**config.mk**
```make
export PLATFORM = sky130hd
export DESIGN_NAME = enemy_ai
export DESIGN_NICKNAME = d
export VERILOG_FILES = /design/src/rtl/game_pkg.sv /design/src/rtl/lfsr16.sv /design/src/rtl/enemy_ai.sv
export SDC_FILE = /design/constraint.sdc
export NUM_CORES = 1
export LEC_CHECK = 0
export CORE_AREA = 4 4 47 91
export CTS_BUF_LIST = sky130_fd_sc_hd__clkbuf_16
export DETAILED_ROUTE_END_ITERATION = 8
export DIE_AREA = 0 0 51 95
export MAX_ROUTING_LAYER = met4
export PLACE_DENSITY_LB_ADDON = 0.15
export SKIP_LAST_GASP = 1
export SLEW_MARGIN = 20
export SYNTH_ARGS = -nofsm -noshare
export SYNTH_HDL_FRONTEND = slang
export SYNTH_SLANG_ARGS = --single-unit
```
**constraint.sdc**
```tcl
create_clock -name clk -period 6 [get_ports clk]
set_input_delay 1.2 -clock clk [delete_from_list [all_inputs] [get_ports clk]]
set_output_delay 1.2 -clock clk [all_outputs]
set_load 0.02 [all_outputs]
```
**src/rtl/game_pkg.sv**
```systemverilog
// Shared game constants and AI types: playfield geometry, enemy AI state encoding and default AI timing.
// Pure declarations, no logic.
package game_pkg;

    localparam int MAP_X    = 640;
    localparam int PLAYER_X = 64;
    localparam int LIMIT_X  = 384;

    localparam int AI_DEF_HOLD     = 16;
    localparam int AI_SQ_HOLD      = 12;
    localparam int AI_MOVE_HOLD    = 8;
    localparam int AI_IDLE_HOLD    = 6;
    localparam int AI_JUMP_TIMEOUT = 64;
    localparam int AI_THREAT_RANGE = 120;
    localparam int AI_NEAR_RANGE   = 80;
    localparam int AI_FAR_RANGE    = 200;

    localparam logic [15:0] AI_LFSR_SEED = 16'hACE1;
    localparam logic [15:0] AI_LFSR_MASK = 16'hB400;

    typedef enum logic [2:0] {
        IDLE      = 3'd0,
        APPROACH  = 3'd1,
        RETREAT   = 3'd2,
        DEFEND    = 3'd3,
        SQUAT     = 3'd4,
        JUMP_GO   = 3'd5,
        JUMP_WAIT = 3'd6
    } ai_state_t;

endpackage

```
**src/rtl/lfsr16.sv**
```systemverilog
// 16-bit right-shifting Galois LFSR, free-running from reset; q is the current (pre-advance) value.
// One step per clock, no stall input.
module lfsr16 #(
    parameter logic [15:0] SEED = 16'hACE1,
    parameter logic [15:0] MASK = 16'hB400
) (
    input  logic        clk,
    input  logic        rst_n,
    output logic [15:0] q
);

    logic [15:0] r_q;

    always_ff @(posedge clk or negedge rst_n) begin
        if (!rst_n) begin
            r_q <= SEED;
        end else begin
            r_q <= {1'b0, r_q[15:1]} ^ (r_q[0] ? MASK : 16'h0000);
        end
    end

    assign q = r_q;

endmodule

```
**src/rtl/enemy_ai.sv**
```systemverilog
// Enemy fighter autopilot: distance-driven FSM with hold timers and LFSR tie-breaks.
// Commands are a pure decode of the registered state (1-cycle latency); no backpressure.
module enemy_ai
    import game_pkg::*;
#(
    parameter int          DEF_HOLD     = AI_DEF_HOLD,
    parameter int          SQ_HOLD      = AI_SQ_HOLD,
    parameter int          MOVE_HOLD    = AI_MOVE_HOLD,
    parameter int          IDLE_HOLD    = AI_IDLE_HOLD,
    parameter int          JUMP_TIMEOUT = AI_JUMP_TIMEOUT,
    parameter int          THREAT_RANGE = AI_THREAT_RANGE,
    parameter int          NEAR_RANGE   = AI_NEAR_RANGE,
    parameter int          FAR_RANGE    = AI_FAR_RANGE,
    parameter logic [15:0] LFSR_SEED    = AI_LFSR_SEED
) (
    input  logic               clk,
    input  logic               rst_n,
    input  logic               en,
    input  logic signed [10:0] player_x,
    input  logic               player_atk,
    input  logic signed [10:0] enemy_x,
    input  logic               enemy_isJ,
    output logic               right,
    output logic               left,
    output logic               jump,
    output logic               squat,
    output logic               defend
);

    localparam logic signed [11:0] THR_LIM   = 12'(THREAT_RANGE);
    localparam logic signed [11:0] NEAR_LIM  = 12'(NEAR_RANGE);
    localparam logic signed [11:0] FAR_LIM   = 12'(FAR_RANGE);
    localparam logic signed [11:0] APPR_WALL = 12'(MAP_X - LIMIT_X);
    localparam logic signed [11:0] RETR_WALL = 12'(MAP_X - PLAYER_X);

    localparam logic [7:0] H_DEF  = 8'(DEF_HOLD - 1);
    localparam logic [7:0] H_SQ   = 8'(SQ_HOLD - 1);
    localparam logic [7:0] H_MOVE = 8'(MOVE_HOLD - 1);
    localparam logic [7:0] H_IDLE = 8'(IDLE_HOLD - 1);
    localparam logic [7:0] H_JUMP = 8'(JUMP_TIMEOUT - 1);

    ai_state_t          state_r;
    ai_state_t          w_state_nxt;
    ai_state_t          w_dec_state;
    logic [7:0]         hold_r;
    logic [7:0]         w_hold_nxt;
    logic [7:0]         w_dec_hold;
    logic               w_decide;
    logic               r_isj;
    logic [15:0]        w_lfsr;
    logic               w_lfsr_unused;
    logic signed [11:0] w_ex;
    logic signed [11:0] w_dx_raw;
    logic signed [11:0] w_dx;
    logic               w_threat;
    logic               w_appr_blk;
    logic               w_retr_blk;
    logic               w_land;

    lfsr16 #(
        .SEED (LFSR_SEED),
        .MASK (AI_LFSR_MASK)
    ) u_lfsr (
        .clk   (clk),
        .rst_n (rst_n),
        .q     (w_lfsr)
    );

    assign w_lfsr_unused = ^w_lfsr[15:3];

    // Enemy to the left of the player gives negative dx, treated as touching.
    assign w_ex       = {enemy_x[10], enemy_x};
    assign w_dx_raw   = w_ex - {player_x[10], player_x};
    assign w_dx       = w_dx_raw[11] ? 12'sd0 : w_dx_raw;
    assign w_threat   = player_atk && (w_dx <= THR_LIM) && !enemy_isJ;
    assign w_appr_blk = (w_ex <= APPR_WALL);
    assign w_retr_blk = (w_ex >= RETR_WALL);
    assign w_land     = r_isj && !enemy_isJ;

    always_comb begin
        w_dec_state = IDLE;
        w_dec_hold  = H_IDLE;
        if (w_threat) begin
            case (w_lfsr[1:0])
                2'b10: begin
                    w_dec_state = JUMP_GO;
                    w_dec_hold  = 8'd0;
                end
                2'b11: begin
                    w_dec_state = SQUAT;
                    w_dec_hold  = H_SQ;
                end
                default: begin
                    w_dec_state = DEFEND;
                    w_dec_hold  = H_DEF;
                end
            endcase
        end else if (w_dx > FAR_LIM) begin
            if (!w_appr_blk) begin
                w_dec_state = APPROACH;
                w_dec_hold  = H_MOVE;
            end
        end else if (w_dx < NEAR_LIM) begin
            if (!w_retr_blk) begin
                w_dec_state = RETREAT;
                w_dec_hold  = H_MOVE;
            end
        end else if (w_lfsr[2] && !w_appr_blk) begin
            w_dec_state = APPROACH;
            w_dec_hold  = H_MOVE;
        end
    end

    // Movement/idle states yield to a threat at once; committed actions run to completion.
    always_comb begin
        w_state_nxt = state_r;
        w_hold_nxt  = hold_r - 8'd1;
        w_decide    = 1'b0;
        case (state_r)
            IDLE, APPROACH, RETREAT: w_decide = w_threat || (hold_r == 8'd0);
            DEFEND, SQUAT:           w_decide = (hold_r == 8'd0);
            JUMP_GO: begin
                w_state_nxt = JUMP_WAIT;
                w_hold_nxt  = H_JUMP;
            end
            JUMP_WAIT:               w_decide = w_land || (hold_r == 8'd0);
            default:                 w_decide = 1'b1;
        endcase
        if (w_decide) begin
            w_state_nxt = w_dec_state;
            w_hold_nxt  = w_dec_hold;
        end
        if (!en) begin
            w_state_nxt = IDLE;
            w_hold_nxt  = 8'd0;
        end
    end

    always_ff @(posedge clk or negedge rst_n) begin
        if (!rst_n) begin
            state_r <= IDLE;
            hold_r  <= 8'd0;
            r_isj   <= 1'b0;
        end else begin
            state_r <= w_state_nxt;
            hold_r  <= w_hold_nxt;
            r_isj   <= enemy_isJ;
        end
    end

    assign left   = (state_r == APPROACH);
    assign right  = (state_r == RETREAT);
    assign defend = (state_r == DEFEND);
    assign squat  = (state_r == SQUAT);
    assign jump   = (state_r == JUMP_GO);

endmodule

```
### Word level (Yosys, flattened, before mapping)

Index checks and enable logic that the tools add are counted.

* register bits after elaboration: 28
* output and inout bits: 5
* word-level logic and storage cells: 56

* add/subtract/negate cells: 2
* magnitude comparators: 5
* equality and inequality tests: 9
* muxes and demuxes: 23
* bitwise operators: 1
* reductions and logical operators: 12

Operators with widths (number)
* 2-to-1 mux 8 bit: 6
* 2-to-1 mux 3 bit: 6
* 2-to-1 mux 16 bit: 1
* bitwise XOR 15 x 16 -> 16 bit: 1
* subtractor 11 x 11 -> 12 bit: 1
* >= comparator 11 bit (second input constant): 1
* > comparator 11 x 8 -> 1 bit (second input constant): 1
* <= comparator 11 x 10 -> 1 bit (second input constant): 1
* <= comparator 11 x 7 -> 1 bit (second input constant): 1
* < comparator 11 x 7 -> 1 bit (second input constant): 1
* 2-to-1 mux 11 bit: 1
* == test 3 bit (second input constant): 3
* zero test 8 bit: 1
* 2-to-1 mux 2 bit: 4
* one-hot mux 4 bit (2 select lines): 1
* subtractor 8 x 1 -> 8 bit (second input constant): 1
* == test 3 x 2 -> 1 bit (second input constant): 2
* one-hot mux 3 bit (2 select lines): 1
* == test 2 bit (second input constant): 2
* logical AND 1 bit: 4
* one-hot mux 1 bit (4 select lines): 1
* == test 3 x 1 -> 1 bit (second input constant): 1
* zero test 3 bit: 1
* != test 3 x 1 -> 1 bit (second input constant): 1
* 5 further kinds: 8

### Longest topological paths before layout

Gate-level depths: netlist of run 1.

* word-level depth: 9
* gate-level depth with buffers: 13

### Hierarchy

Synthesis of run 1 repeated with hierarchy kept, for this count alone.

* cell total of the unflattened synthesis: 202
* area total of the unflattened synthesis: 1958.1 µm²

Modules (own cells, without submodules)
* enemy_ai: instances 1, cells each 183, area an instance 1521.5 µm²
* lfsr16: instances 1, cells each 19, area an instance 436.7 µm²

### Worst setup path after synthesis of run 1

Ideal clock, no wire load.

* kind: input to register
* from: input port enemy_x[0]
* to: register hold_r[3]
* library setup time: 0.079 ns
* arrival time: 3.595 ns
* setup slack: 2.325 ns
* stages on the path: 13
* cell sequence: inv_1 -> ha_1 -> inv_1 -> fa_1 -> a31oi_1 -> o21ai_1 -> a21oi_2 -> mux2_4 -> a41o_1 -> a31oi_4 -> and2_4 -> buf_6 -> mux2i_1

* cells in the longest elaborated chain, start to end: 9

Ends and longest elaborated chain
* from (decl): line enemy_ai.sv:21 `input logic signed [10:0] enemy_x,`
* subtractor 11 x 11 -> 12 bit *: line enemy_ai.sv:73 `assign w_dx_raw = w_ex - {player_x[10], player_x};`
* 2-to-1 mux 11 bit *: line enemy_ai.sv:74 `assign w_dx = w_dx_raw[11] ? 12'sd0 : w_dx_raw;`
* <= comparator 11 x 7 -> 1 bit: line enemy_ai.sv:75 `assign w_threat = player_atk && (w_dx <= THR_LIM) && !enemy_isJ;`
* logical AND 1 bit (2 in series): line enemy_ai.sv:75
* logical OR 1 bit: line enemy_ai.sv:120 `IDLE, APPROACH, RETREAT: w_decide = w_threat || (hold_r == 8'd0);`
* one-hot mux 1 bit (4 select lines): line enemy_ai.sv:119 `case (state_r)`
* 2-to-1 mux 8 bit *: line enemy_ai.sv:129 `if (w_decide) begin`
* 2-to-1 mux 8 bit *: line enemy_ai.sv:133 `if (!en) begin`
* via w_hold_nxt[3]: line enemy_ai.sv:46 `logic [7:0] w_hold_nxt;`
* to (signal assigned): line enemy_ai.sv:146 `hold_r <= w_hold_nxt;`
* to (decl): line enemy_ai.sv:45 `logic [7:0] hold_r;`

Mark *: on every way through the listed nets, which the timed path passes. The rest lies on a longest branch.
A chain may end at the register's enable or synchronous reset.

### Final worst setup path of run 1

* from: input port enemy_x[0]
* to: register hold_r[1]

* cells in the longest elaborated chain, start to end: 9

Ends and longest elaborated chain (line)
* subtractor 11 x 11 -> 12 bit / <= comparator 11 x 10 -> 1 bit (equally long branches): enemy_ai.sv:73, enemy_ai.sv:76
* 2-to-1 mux 11 bit / zero test 1 bit (equally long branches): enemy_ai.sv:74, enemy_ai.sv:108
* <= comparator 11 x 7 -> 1 bit / logical AND 1 bit (equally long branches): enemy_ai.sv:75, enemy_ai.sv:108
* logical AND 1 bit / 2-to-1 mux 2 bit (equally long branches): enemy_ai.sv:75, enemy_ai.sv:108
* logical AND 1 bit / 2-to-1 mux 8 bit (equally long branches): enemy_ai.sv:75, enemy_ai.sv:103
* logical OR 1 bit / 2-to-1 mux 8 bit (equally long branches): enemy_ai.sv:120, enemy_ai.sv:98
* one-hot mux 1 bit (4 select lines) / 2-to-1 mux 8 bit (equally long branches): enemy_ai.sv:119, enemy_ai.sv:83
* 2-to-1 mux 8 bit *: enemy_ai.sv:129
* 2-to-1 mux 8 bit *: enemy_ai.sv:133
* via w_hold_nxt[1]: enemy_ai.sv:46

Marked as above.

==> results of run 1 <==
==> synth_stat cells (3+ instances only) <==
cell type and number:
sky130_fd_sc_hd__nand2_1 15, sky130_fd_sc_hd__nor4_1 4, sky130_fd_sc_hd__xnor2_1 4, sky130_fd_sc_hd__o21ai_1 4, sky130_fd_sc_hd__and3_1 3, sky130_fd_sc_hd__a21oi_1 10, sky130_fd_sc_hd__dfstp_2 8, sky130_fd_sc_hd__xor2_1 9
sky130_fd_sc_hd__a211oi_1 5, sky130_fd_sc_hd__or3_1 3, sky130_fd_sc_hd__o21ai_0 7, sky130_fd_sc_hd__ha_1 12, sky130_fd_sc_hd__mux2i_1 4, sky130_fd_sc_hd__clkbuf_1 3, sky130_fd_sc_hd__inv_1 21, sky130_fd_sc_hd__a21o_1 4
sky130_fd_sc_hd__or2_2 3, sky130_fd_sc_hd__nand3b_1 3, sky130_fd_sc_hd__nor2_1 11, sky130_fd_sc_hd__a31oi_1 3, sky130_fd_sc_hd__dfrtp_1 20, sky130_fd_sc_hd__nand3_1 6, sky130_fd_sc_hd__nor3_1 7
==> path summary, 6_finish.rpt <==
path | startpoint | endpoint | slack [ns] | cells after the start
worst max-delay path | enemy_x[0] | hold_r[1]$_DFF_PN0_ | 1.89 | 13
worst min-delay path | u_lfsr.q[12]$_DFF_PN0_ | u_lfsr.q[11]$_DFF_PN1_ | 0.35 | 0
worst max register to register | hold_r[2]$_DFF_PN0_ | hold_r[1]$_DFF_PN0_ | 3.68 | 8
worst min register to register | u_lfsr.q[12]$_DFF_PN0_ | u_lfsr.q[11]$_DFF_PN1_ | 0.35 | 0
max in group asynchronous | rst_n | u_lfsr.q[6]$_DFF_PN1_ | 4.39 | 2
min in group asynchronous | rst_n | u_lfsr.q[4]$_DFF_PN0_ | 1.32 | 2
==> routing by layer <==
layer | vias to the layer above | wire [um]
met3 | 12 | 86
li1 | 836 | -
met5 | - | 0
met1 | 811 | 1560
met4 | 0 | 110
met2 | 30 | 2770
==> flip-flops by register name, indices dropped and copies added, names as in the netlist <==
name	flops
u_lfsr.q	16
hold_r	8
r_isj	1
state_r	3
==> power groups by stage <==
| stage | sequential [mW] | clock, mW | combinational (mW) |
|---|---|---|---|
| after CTS | 0.248 | 0.195 | 0.392 |
| after detailed placement | 0.251 | 0 | 0.386 |
| final | 0.249 | 0.192 | 0.392 |
| after floorplan | 0.243 | 0 | 0.324 |
| after global placement | 0.251 | 0 | 0.381 |
| after global routing | 0.253 | 0.205 | 0.431 |
==> stage by stage <==
stage	setup slack, ns	total power, mW	hold WS [ns]	instance area [um^2]
after floorplan	2.33	0.567	0.331	2010
after CTS	1.91	0.836	0.355	2470
after global placement	1.65	0.631	0.336	2360
after detailed placement	1.68	0.637	0.340	2360
final	1.89	0.833	0.354	2470
after global routing	1.59	0.889	0.361	2470
==> cell families after synthesis <==
kind of cell | count (synthesis) | synth area share
mux | 5 | 0.0274
buf+inv | 26 | 0.0529
flops | 28 | 0.353
compound gates | 59 | 0.239
xor+xnor | 13 | 0.0566
simple gates | 69 | 0.186
fa+ha+maj | 13 | 0.0846
==> layout make-up <==
class                           instances  area (um^2)
Sequential cell                        28          711
Inverter                               21         78.8
Clock buffer                            3         75.1
Fill cell                             303         1140
Timing Repair Buffer                   32          318
Multi-Input combinational cell        159         1190
Clock inverter                          1         30.0
Tap cell                               49         61.3
==> results.rst, run 1 <==
.. list-table::
   :header-rows: 1

   * - Metric
     - Value
   * - Placement Rows
     - 31
   * - Slew at the pin closest to its max-slew limit
     - 0.428 ns
   * - Buf/Inv on CP
     - 3
   * - Post-CTS Repair Setup Buffers
     - 0
   * - Starting utilization of the core area
     - 0.558
   * - Count of pins on the block boundary
     - 32
   * - Syn avg cell area
     - 9.45 um^2
   * - Half-perimeter wire length of the detailed placement result
     - 3630 um
   * - Average wire per standard cell
     - 15.5 um
   * - Final setup skew
     - 0.00458 ns
   * - Met1 usage
     - 0.192
   * - Number of nets in the layout
     - 285
   * - Number of enable-type register cells in the synthesized netlist
     - 0
   * - Worst vdd rail ir drop
     - 0.267 mV
   * - All-Layer GR Usage
     - 0.208
   * - Count of synthesis-stage warnings from yosys
     - 0
   * - Power dissipated by switching net loads
     - 0.304 mW
   * - Cell chain of the critical path
     - clkdlybuf4s50_1, inv_1, ha_1, inv_1, fa_1, a31oi_1, o21ai_1, xnor2_1, o21ai_1, a2111oi_0, o2bb2ai_1, a211oi_1, a311oi_2
   * - Commonest non-fill, non-tap cells in the layout
     - sky130_fd_sc_hd__clkdlybuf4s50_1, sky130_fd_sc_hd__inv_1, sky130_fd_sc_hd__dfrtp_1
   * - Pin count of the biggest net entering global routing
     - 29
   * - Kind of launch point of the worst setup path
     - primary input
   * - TritonCTS clock tree
     - built
   * - Cell with the biggest individual delay on the critical path
     - sky130_fd_sc_hd__a2111oi_0
   * - Final period demand of the worst path
     - 4.11 ns
   * - Max frequency
     - 0.243 GHz
   * - Number of diodes added for antenna fixing
     - 0
   * - Most area-consuming cells after synthesis
     - sky130_fd_sc_hd__dfrtp_1, sky130_fd_sc_hd__dfstp_2, sky130_fd_sc_hd__ha_1, sky130_fd_sc_hd__inv_1, sky130_fd_sc_hd__xor2_1
   * - Antenna violations before repair
     - 0
   * - Remaining max-slew budget at the tightest pin
     - 0.712
   * - Peak per-stage delay on the critical path
     - 0.45 ns
   * - Number of distinct library cells after synthesis
     - 57
   * - Share of power burned in registers
     - 0.299
   * - Utilization after layout
     - 0.684
   * - Critical Setup Path Class
     - primary input to flip-flop
   * - Async S/R FF share, synth
     - 1.00
   * - Die area
     - 4850 um^2
   * - GR Layer Usage met2
     - 0.415
   * - Overall routed net length
     - 4530 um
   * - Overflow after GRT
     - 0
   * - Req. time, crit path
     - 6.13 ns
   * - Category of cells accounting for the largest share of critical-path delay
     - compound AO/OA/AOI/OAI gates
   * - Most common cell after layout, fill and taps aside
     - sky130_fd_sc_hd__clkdlybuf4s50_1
   * - Post-detailed-route DRC marker count
     - 0
   * - First drt pass iteration count
     - 4
   * - Internal power contribution
     - 0.530 mW
   * - Number of register bits inferred by synthesis
     - 28
   * - CTS Buf Count
     - 3
   * - P per Cell Area
     - 338 nW/um^2
   * - Hold Crit Class
     - flip-flop to flip-flop
   * - Share of power burned in the clock network
     - 0.231
   * - Buffer levels on the longest clock path
     - 2
   * - Clock root buffer
     - sky130_fd_sc_hd__clkbuf_16
   * - Setup violation total in the final timing report
     - 0
   * - Cell type with the largest total area after synthesis
     - sky130_fd_sc_hd__dfrtp_1
   * - Post-synth top area share
     - 0.249
   * - Period Utilization, post-route
     - 0.686
   * - Count of pins over their slew limit
     - 0
   * - Number of nets with antenna violations after detailed routing
     - 0
   * - Clock latency on the worst-skew pair
     - 0.26 ns
   * - Status
     - complete, no violations
   * - Area growth, synth to finish
     - 22.7%
   * - Ys flop type
     - sky130_fd_sc_hd__dfrtp_1
   * - Fraction of final layout cells with drive strength greater than 1
     - 0.131
   * - Horizontal die dimension
     - 51 um
   * - Cell area after synthesis
     - 2010 um^2
   * - Clk sinks
     - 28
   * - Area of the core
     - 3610 um^2
   * - Unrepaired setup endpoints after global routing
     - no
   * - Met3 track demand over resource
     - 0.0158
   * - Capturing element type of the critical path
     - flip-flop
   * - Number of instances in the synthesized netlist
     - 213
   * - Cells resized by post-CTS repair
     - 0
   * - Routability Congestion
     - 0.879
   * - Leak
     - 1.11 nW
   * - Critical path fanouts, max
     - 3
   * - Number of maximum-capacitance constraint violations
     - 0
   * - Final number of hold-violating endpoints
     - 0
   * - Final TNS setup
     - 0 ns
   * - Share of power burned in combinational logic
     - 0.471
   * - CP Data Arrival Time
     - 4.24 ns
   * - Count of hold-fix buffers inserted at cts
     - 0
   * - Vias in the first global route
     - 1750
   * - Global-route wire length before repair
     - 7500 um
   * - Clk slew on worst S/H paths
     - 0.07 ns
   * - H-tree level count
     - 1
   * - Vertical die dimension
     - 95 um
   * - Synthesized Nets
     - 253
   * - DRT iter0 DRCs
     - 41
   * - Vias
     - 1689
   * - Post-layout instance count excluding filler cells
     - 293
   * - Per-cell via count in the routed design
     - 5.76
   * - I/O Buffers
     - 31
   * - Switching power share of the total
     - 0.364
   * - Share of the yosys chip area belonging to registers
     - 0.353
   * - Placed insts
     - 289
   * - Global-route layer with the greatest usage
     - met2
Note: power is estimated with default switching activity, not from simulation.
==> inputs of run 2 (changes only) <==
--- a/config.mk
+++ b/config.mk
@@ -5,10 +5,10 @@
 export SDC_FILE = /design/constraint.sdc
 export NUM_CORES = 1
 export LEC_CHECK = 0
-export CORE_AREA = 4 4 47 91
+export CORE_AREA = 4 4 51 98
 export CTS_BUF_LIST = sky130_fd_sc_hd__clkbuf_16
 export DETAILED_ROUTE_END_ITERATION = 8
-export DIE_AREA = 0 0 51 95
+export DIE_AREA = 0 0 55 102
 export MAX_ROUTING_LAYER = met4
 export PLACE_DENSITY_LB_ADDON = 0.15
 export SKIP_LAST_GASP = 1
==> constraint.sdc (replaced) <==
create_clock -name clk -period 3.65 [get_ports clk]
set_input_delay 0.73 -clock clk [delete_from_list [all_inputs] [get_ports clk]]
set_output_delay 0.73 -clock clk [all_outputs]
set_load 0.02 [all_outputs]
==> results.rst, run 2 (synthesis gave the netlist of run 1 again) <==
.. list-table::
   :header-rows: 1

   * - Metric
     - Value
   * - Slew at the pin closest to its max-slew limit
     - 0.538 ns (+0.110 ns)
   * - Kind of launch point of the worst setup path
     - primary input
   * - Commonest non-fill, non-tap cells in the layout
     - sky130_fd_sc_hd__clkdlybuf4s50_1, sky130_fd_sc_hd__inv_1, sky130_fd_sc_hd__dfrtp_1
   * - TritonCTS clock tree
     - built
   * - Req. time, crit path
     - 3.83 ns (-2.30 ns)
   * - DRT iter0 DRCs
     - 17 (-59%)
   * - Clock root buffer
     - sky130_fd_sc_hd__clkbuf_16
   * - Startpoint of the worst register-to-register path
     - hold_r[0]$_DFF_PN0_
   * - Antenna violations before repair
     - 0 (unchanged)
   * - I/O Buffers
     - 31 (unchanged)
   * - All-Layer GR Usage
     - 0.192 (-0.0165)
   * - Max FFs per register
     - 16 (unchanged)
   * - CP Data Arrival Time
     - 3.67 ns (-0.57 ns)
   * - Critical path fanouts, max
     - 5 (+2)
   * - Count of hold-fix buffers inserted at cts
     - 0 (unchanged)
   * - Cell chain of the critical path
     - clkdlybuf4s50_1, inv_1, ha_1, inv_1, fa_1, a31oi_4, buf_4, o31a_1, a211oi_1, nor3b_2, nor2_1, a31oi_4, and2_4, mux2i_1
   * - Cell with the biggest individual delay on the critical path
     - sky130_fd_sc_hd__clkdlybuf4s50_1
   * - Area of the core
     - 4300 um^2 (+19%)
   * - Leak
     - 1.19 nW (+7.0%)
   * - Clk sinks
     - 28 (unchanged)
   * - Post-CTS Repair Setup Buffers
     - 0 (unchanged)
   * - Register-to-Register Path Depth
     - 8 (unchanged)
   * - Max frequency
     - 0.287 GHz
   * - Vias
     - 1740 (+3.0%)
   * - Final setup skew
     - 0.00322 ns (-0.00135 ns)
   * - Number of nets with antenna violations after detailed routing
     - 0 (unchanged)
   * - Overflow after GRT
     - 0 (unchanged)
   * - Final period demand of the worst path
     - 3.49 ns
   * - Post-detailed-route DRC marker count
     - 0 (unchanged)
   * - Final TNS setup
     - 0 ns (unchanged)
   * - Post-layout instance count excluding filler cells
     - 312 (+6.5%)
   * - Die area
     - 5610 um^2 (+16%)
   * - Per-cell via count in the routed design
     - 5.58 (-3.3%)
   * - Global-route wire length before repair
     - 7900 um (+5.3%)
   * - Count of pins on the block boundary
     - 32 (unchanged)
   * - Final number of hold-violating endpoints
     - 0 (unchanged)
   * - Placed insts
     - 308 (+6.6%)
   * - Worst R2R End
     - hold_r[1]$_DFF_PN0_
   * - Area growth, synth to finish
     - 29.9%
   * - P per Cell Area
     - 539 nW/um^2 (+60%)
   * - Number of nets in the layout
     - 299 (+4.9%)
   * - Average wire per standard cell
     - 15.1 um (-2.6%)
   * - Number of maximum-capacitance constraint violations
     - 0 (unchanged)
   * - Worst vdd rail ir drop
     - 0.420 mV (+58%)
   * - H-tree level count
     - 1 (unchanged)
   * - Utilization after layout
     - 0.608 (-0.0763)
   * - Half-perimeter wire length of the detailed placement result
     - 3880 um (+7.0%)
   * - Critical Setup Path Class
     - primary input to flip-flop
   * - Peak per-stage delay on the critical path
     - 0.42 ns (-0.03 ns)
   * - Unrepaired setup endpoints after global routing
     - yes
   * - Setup violation total in the final timing report
     - 0 (unchanged)
   * - Vias in the first global route
     - 1853 (+5.9%)
   * - Number of diodes added for antenna fixing
     - 0 (unchanged)
   * - Period Utilization, post-route
     - 0.955
   * - Overall routed net length
     - 4700 um (+3.7%)
   * - Capturing element type of the critical path
     - flip-flop
   * - CTS Buf Count
     - 3 (unchanged)
   * - Count of pins over their slew limit
     - 0 (unchanged)
   * - Clk slew on worst S/H paths
     - 0.06 ns (about the same)
   * - Status
     - complete, no violations
   * - Clock latency on the worst-skew pair
     - 0.26 ns (about the same)
   * - Remaining max-slew budget at the tightest pin
     - 0.642 (-0.0708)
   * - CP Launch Point
     - enemy_x[0]
   * - First drt pass iteration count
     - 4 (unchanged)
   * - Worst hold slack after final layout
     - 0.354 ns (-0.0000170 ns)
   * - Most common cell after layout, fill and taps aside
     - sky130_fd_sc_hd__clkdlybuf4s50_1
   * - Horizontal die dimension
     - 55 um (+7.8%)
   * - Starting utilization of the core area
     - 0.468 (-0.0895)
   * - Routability Congestion
     - 0.902 (+2.6%)
   * - Vertical die dimension
     - 102 um (+7.4%)
   * - Pin count of the biggest net entering global routing
     - 27 (-6.9%)
   * - Critical Path End
     - state_r[0]$_DFFE_PN0P_
   * - Register-to-register setup slack
     - 1.41 ns (-2.27 ns)
   * - Fraction of final layout cells with drive strength greater than 1
     - 0.202 (+0.0704)
   * - Placement Rows
     - 34 (+9.7%)
   * - Hold Crit Class
     - flip-flop to flip-flop
   * - Buffer levels on the longest clock path
     - 2 (unchanged)
## run 2: cell types whose count changed in the layout (fill, tap and decap cells not counted), sizes merged
cell / previous run / this run
buf: 1 / 16
clkdlybuf4s50: 31 / 30
## run 2: repair_timing
action	CTS	global route
hold endpoints to repair	0	0
gates resized for setup	1	6
pin swaps	0	1
endpoints found under the setup margin	1	5
## run 2: routing by layer
layer	wire length (um)	share of wire	vias up	GRT usage
li1	-	-	867	-
met1	1610	0.34	827	0.184
met2	2870	0.61	36	0.376
met3	110	0.023	10	0.00876
met4	96	0.020	0	0.0637
met5	0	0	-	-
## run 2: worst max-delay path: cells and delay by family
family / cells / cell delay, ns
compound gates: 4 / 0.76
simple gates: 3 / 0.71
buf+inv: 4 / 0.69
fa+ha+maj: 2 / 0.58
mux: 1 / 0.19
## run 2: worst min path at each step
stage / from / end / depth (start not counted)
2_1_floorplan: u_lfsr.q[3]$_DFF_PN0_ / u_lfsr.q[2]$_DFF_PN0_ / 0
3_3_place_gp: u_lfsr.q[3]$_DFF_PN0_ / u_lfsr.q[2]$_DFF_PN0_ / 0
3_5_place_dp: u_lfsr.q[4]$_DFF_PN0_ / u_lfsr.q[3]$_DFF_PN0_ / 0
4_1_cts: u_lfsr.q[4]$_DFF_PN0_ / u_lfsr.q[3]$_DFF_PN0_ / 0
5_1_grt: u_lfsr.q[6]$_DFF_PN1_ / u_lfsr.q[5]$_DFF_PN1_ / 0
6_report: u_lfsr.q[4]$_DFF_PN0_ / u_lfsr.q[3]$_DFF_PN0_ / 0
## run 2: final cells by class
class                           count  area [um^2]
Tap cell                           54         67.6
Inverter                           21         78.8
Timing Repair Buffer               46          418
Multi-Input combinational cell    159         1230
Fill cell                         382         1680
Sequential cell                    28          711
Clock buffer                        3         75.1
Clock inverter                      1         30.0
## run 2: stage by stage
step,instance area [um^2],total power [mW],setup slack [ns]
final,2610,1.41,0.163
after global routing,2610,1.50,0.00391
after CTS,2590,1.41,0.00754
after detailed placement,2470,1.08,-0.261
after global placement,2470,1.07,-0.214
after floorplan,2010,0.932,0.445
## run 2: power by group
group          internal (mW)  switching, mW  leakage (nW)
Combinational          0.321          0.366         0.788
Sequential             0.359         0.0482         0.352
Clock                  0.218         0.0946        0.0511
Total                  0.899          0.509          1.19
